### config.mk
export PLATFORM = sky130hd
export DESIGN_NAME = vdg_pixel_shifter
export DESIGN_NICKNAME = d
export VERILOG_FILES = /design/src/rtl/vdg_pixel_shifter.sv
export SDC_FILE = /design/constraint.sdc
export NUM_CORES = 1
export LEC_CHECK = 0
export BUFFER_PORTS_ARGS = -buffer_cell sky130_fd_sc_hd__buf_2
export CAP_MARGIN = 5
export CORE_ASPECT_RATIO = 0.7
export CORE_MARGIN = 2
export CORE_UTILIZATION = 54
export DETAILED_ROUTE_END_ITERATION = 7
export GPL_TIMING_DRIVEN = 0
export PLACE_DENSITY_LB_ADDON = 0.3
export SETUP_SLACK_MARGIN = 0.1
export SLEW_MARGIN = 30
export SYNTH_ARGS = -nofsm -noshare
export SYNTH_HDL_FRONTEND = slang
export SYNTH_SLANG_ARGS = --single-unit
### constraint.sdc
create_clock -name Clk -period 3 [get_ports Clk]
set_clock_uncertainty 0.1 [all_clocks]
set_input_delay 0.3 -clock Clk [delete_from_list [all_inputs] [get_ports Clk]]
set_output_delay 0.3 -clock Clk [all_outputs]
set_load 0.02 [all_outputs]
### src/rtl/vdg_pixel_shifter.sv
// Pixel serializer for character cells: latches one 8-bit pattern row plus its colours
// per cell and shifts it out MSB-first as a 4-bit colour index, one pixel per PixEn.
module vdg_pixel_shifter #(
    parameter int          PIXELS_PER_CHAR = 8,
    parameter logic [3:0]  SEMI_OFF_COLOUR = 4'd0
) (
    input  logic       Clk,
    input  logic       Reset,
    input  logic       PixEn,
    input  logic       LineStart,
    input  logic       Active,
    input  logic       Semi,
    input  logic [7:0] SData,
    input  logic [3:0] SColour,
    input  logic [7:0] AData,
    input  logic [3:0] AFg,
    input  logic [3:0] ABg,
    input  logic [3:0] Border,
    output logic [3:0] Colour,
    output logic       CharLoad
);

    localparam int CW = (PIXELS_PER_CHAR > 1) ? $clog2(PIXELS_PER_CHAR) : 1;
    localparam logic [CW-1:0] LAST = CW'(PIXELS_PER_CHAR - 1);

    logic [CW-1:0] cnt_q, cnt_d;
    logic [7:0]    shift_q, shift_d;
    logic [3:0]    fg_q, fg_d;
    logic [3:0]    bg_q, bg_d;
    logic          act_q, act_d;
    logic          semi_q, semi_d;
    logic [3:0]    colour_q, colour_d;
    logic          char_load_q, char_load_d;
    logic          load;

    assign load = PixEn && (LineStart || (cnt_q == LAST));

    always_comb begin
        cnt_d       = cnt_q;
        shift_d     = shift_q;
        fg_d        = fg_q;
        bg_d        = bg_q;
        act_d       = act_q;
        semi_d      = semi_q;
        colour_d    = colour_q;
        char_load_d = 1'b0;

        // Colour is built from the pre-edge register contents, so the first pixel
        // of a freshly loaded cell appears one enable after its load.
        if (PixEn) begin
            if (!act_q) begin
                colour_d = Border;
            end else begin
                colour_d = shift_q[7] ? fg_q : bg_q;
            end
        end

        if (load) begin
            cnt_d       = '0;
            shift_d     = Semi ? SData : AData;
            fg_d        = Semi ? SColour : AFg;
            bg_d        = Semi ? SEMI_OFF_COLOUR : ABg;
            act_d       = Active;
            semi_d      = Semi;
            char_load_d = 1'b1;
        end else if (PixEn) begin
            cnt_d   = cnt_q + CW'(1);
            shift_d = {shift_q[6:0], 1'b0};
        end
    end

    always_ff @(posedge Clk or posedge Reset) begin
        if (Reset) begin
            cnt_q       <= LAST;
            shift_q     <= '0;
            fg_q        <= '0;
            bg_q        <= '0;
            act_q       <= 1'b0;
            semi_q      <= 1'b0;
            colour_q    <= '0;
            char_load_q <= 1'b0;
        end else begin
            cnt_q       <= cnt_d;
            shift_q     <= shift_d;
            fg_q        <= fg_d;
            bg_q        <= bg_d;
            act_q       <= act_d;
            semi_q      <= semi_d;
            colour_q    <= colour_d;
            char_load_q <= char_load_d;
        end
    end

    // Latched cell type is kept for observability only; pixel colours already encode it.
    logic unused_semi;
    assign unused_semi = semi_q;

    assign Colour   = colour_q;
    assign CharLoad = char_load_q;

endmodule

# After elaboration in Yosys (flattened, before gate mapping)
# Index checks and enable logic that the tools add are counted.
[op_classes]
add_sub_neg = 1
n_reduce_logical = 3
muxes = 10
n_eq_ne = 1
[op_table]
columns = ["cell", "n"]
rows = [
  ["8-bit two-way mux", 3],
  ["4-bit two-way mux", 4],
  ["3-bit two-way mux", 2],
  ["3-bit by 1-bit adder with 3-bit output, second input constant", 1],
  ["3-bit == test, second input constant", 1],
  ["2-bit nonzero test", 1],
  ["1-bit logical AND", 1],
  ["1-bit logical OR", 1],
  ["1-bit two-way mux", 1],
]
[totals]
output_inout_bits = 5
ff_bits = 25

# Logic depth before layout (Yosys ltp)
[logic_depth]
word_depth = 4
mapped_depth = 5
ltp_nobuf = 4

# Worst setup path before layout
# Ideal clock, no wire load.
[synth_path]
kind = "flip-flop to flip-flop"
start = "reg cnt_q[0]"
end = "reg fg_q[1]"
stages_incl_launch_ff = 6
period_less_slack_ns = 1.763
slack_ns = 1.237
arrival_time_ns = 1.538
cell_sequence = "dfstp_2 -> ha_1 -> ha_1 -> o21ai_2 -> buf_6 -> mux2_4"
[synth_between]
elab_chain_len = 3
[synth_rtl]
columns = ["item", "line_no", "source"]
rows = [
  ["start: declaration", "26", "logic [CW-1:0] cnt_q, cnt_d;"],
  ["start signal: assignment", "83", "cnt_q <= cnt_d;"],
  ["3-bit == test", "36", "assign load = PixEn && (LineStart || (cnt_q == LAST));"],
  ["1-bit logical OR", "36", ""],
  ["1-bit logical AND", "36", ""],
  ["end signal: assignment", "85", "fg_q <= fg_d;"],
  ["end: declaration", "28", "logic [3:0] fg_q, fg_d;"],
]
# Every way passes these cells.
# A chain may end at the register's enable or synchronous reset.

# Final worst setup path
# Same ends and word-level chain as after synthesis.

==> flow_metrics.env <==
export IMPL_clock_sinks=25
export IMPL_viasPerCell=5.145
export IMPL_hp_class="input port to flop"
export IMPL_ff2ff_setup_slack_ns=1.01
export IMPL_peakVddDrop_uv=306.9
export IMPL_grt_pass1_vias=966
export IMPL_p_sw_uw=208.3
export IMPL_vias=993
export IMPL_syn_cell_area_mm2=0.001350
export IMPL_syn_area_per_cell_um2=11.95
export IMPL_core_mm2=0.002421
export IMPL_dp_hpwl_um=2003
export IMPL_grt_overflow=0
export IMPL_ys_flop_type="dfrtp_1"
export IMPL_end_kind="flop"
export IMPL_portBuffers=41
export IMPL_io_pins=43
export IMPL_cap_violations=0
export IMPL_swShare_pct=28.00
export IMPL_grt_pass1_wl_um=4326
export IMPL_ys_warnings_count=0
export IMPL_antenna_left=0
export IMPL_dieArea_mm2=0.002922
export IMPL_post_route_cells_drive_above_1_share_pct=40.88
export IMPL_syn_nets=153
export IMPL_slew_viol_final=0
export IMPL_antenna_found_initial=0
export IMPL_power_frac_clock_pct=19.9
export IMPL_intPower_uw=535.4
export IMPL_grt_start_max_net_pins=26
export IMPL_synth_edf_count=0
export IMPL_fin_crit_sh_pct=66.26
export IMPL_arrival_ns=2.10
export IMPL_cts_root_buffer="clkbuf_4"
export IMPL_whs_ns=0.1122
export IMPL_wire_per_inst_um=13.66
export IMPL_path_clk_slew_ns=0.13
export IMPL_drt_pass1_iterations=4
export IMPL_ys_seq_area_share_pct=46.62
export IMPL_power_density_mw_per_mm2=455.1
export IMPL_drt_wl_total_um=2636
export IMPL_crit_path_start_kind="flop"
export IMPL_htreeDepth=1
export IMPL_nets=200
export IMPL_die_w_um=63.76
export IMPL_cts_setup_buffers=0
export IMPL_crit_type="flop to flop"
export IMPL_fin_crit_ns=1.988
export IMPL_crit_fanout=10
export IMPL_post_cts_resized=0
export IMPL_layout_common_cells="43 x buf_2, 22 x dfrtp_1, 12 x mux2i_1"
export IMPL_rows=15
export IMPL_required_ns=3.12
export IMPL_fin_tns_setup_ns=0
export IMPL_synth_seq_cells=25
export IMPL_die_h_um=45.84
export IMPL_clk_insertion_delay_late_ns=0.31
export IMPL_tightest_slew_ns=0.5431
export IMPL_synthArstFlopShare_pct=100.0
export IMPL_combPwrFrac_pct=24.0
export IMPL_final_common_cell="buf_2"
export IMPL_power_leakage_uw=0.0007661
export IMPL_antennaDiodeCount=0
export IMPL_status="complete, no violations"
export IMPL_setup_viol=0
export IMPL_drc=0
export IMPL_initialDrtViolationCount=27
export IMPL_postCtsHoldBufs=0
export IMPL_start_util_pct=55.76
export IMPL_synth_cell_types=23
export IMPL_grt_use_total_pct=19.85
export IMPL_syn_instance_count=113
export IMPL_cts_tree="yes"
export IMPL_seqPwrFrac_pct=56.1
export IMPL_cts_buffers=3
export IMPL_grt_setup_unrepaired="false"
export IMPL_synthToLayoutAreaGrowth_pct=21.04
export IMPL_cts_buffer_depth=2
export IMPL_gp_congestion=0.7303
export IMPL_relSlewSlack_pct=63.79
export IMPL_hold_viol_final=0
export IMPL_max_clock_freq_mhz=503.1
[critical path, stage by stage, from the launching register on]
cell and delay [ns]:
dfstp_2 0.40, ha_1 0.19, ha_1 0.20, o21ai_2 0.47, buf_6 0.22, mux2_4 0.30
[cell type report]
class | count | area (um2)
Inverter | 6 | 22.52
Clock buffer | 4 | 26.28
Multi-Input combinational cell | 73 | 639.4
Fill cell | 200 | 787.0
Sequential cell | 25 | 629.4
Timing Repair Buffer | 42 | 215.2
Buffer | 9 | 58.81
Tap cell | 34 | 42.54
[state kept, by name, indices dropped and copies added, names as in the netlist]
register and cells:
CharLoad 1, act_q 1, cnt_q 3, bg_q 4
shift_q 8, Colour 4, fg_q 4
[worst paths after layout]
check	end	cells past startpoint	start
hold reg to reg	cnt_q[2]	2	cnt_q[2]
min in group asynchronous	fg_q[0]	3	Reset
setup reg to reg	fg_q[1]	5	cnt_q[0]
hold / removal	act_q	2	Active
max in group asynchronous	cnt_q[2]	3	Reset
setup / recovery	fg_q[1]	5	cnt_q[0]
[per-layer routing]
layer  track usage [%]  share of wire, %  up-vias
met4             3.913              0.53        0
met3             5.198               4.7        2
li1                  -                 -      500
met2             35.58                47       27
met1             25.00                48      464
met5                 0                 0        -
[cells in the mapped netlist, types with 3 or more instances]
master | number | share of area [%]
dfrtp_1 | 22 | 41
mux2i_1 | 12 | 8.9
nand2b_1 | 11 | 5.1
o211ai_1 | 11 | 6.1
mux2_2 | 9 | 7.5
nand4bb_1 | 7 | 5.8
inv_1 | 6 | 1.7
nand3b_1 | 4 | 2.2
nor2b_1 | 4 | 1.9
clkbuf_1 | 3 | 0.83
dfstp_2 | 3 | 5.8
mux2_1 | 3 | 2.5
nand2_1 | 3 | 0.83
[power groups by stage]
stage	clock [uW]	combinational, uW	sequential (uW)
final	148	179	417
after global routing	169	199	423
after CTS	151	180	417
after detailed placement	0	180	424
after global placement	0	173	421
after floorplan	0	110	431
[through the flow]
| step | utilization, % | cell area [um2] | cells | power, uW | setup slack [ns] |
|---|---|---|---|---|---|
| CTS | 67.08 | 1624 | 192 | 748.5 | 1.010 |
| detailed placement | 65.99 | 1598 | 188 | 603.7 | 1.022 |
| finish | 67.49 | 1634 | 193 | 743.6 | 1.012 |
| global placement | 65.99 | 1598 | 188 | 593.8 | 1.046 |
| floorplan | - | 1350 | 113 | 540.8 | 1.237 |
| global route | 67.49 | 1634 | 193 | 792.1 | 0.9522 |
[cells by family after synthesis]
logic type	count (synthesis)	share of synthesized area, %
muxes	25	20.02
buffers and inverters	15	6.024
adders and majority gates	2	1.853
and+or+nand+nor	30	16.59
DFF	25	46.62
AOI/OAI and AO/OA	16	8.897
(Power assumes the default switching activity.)
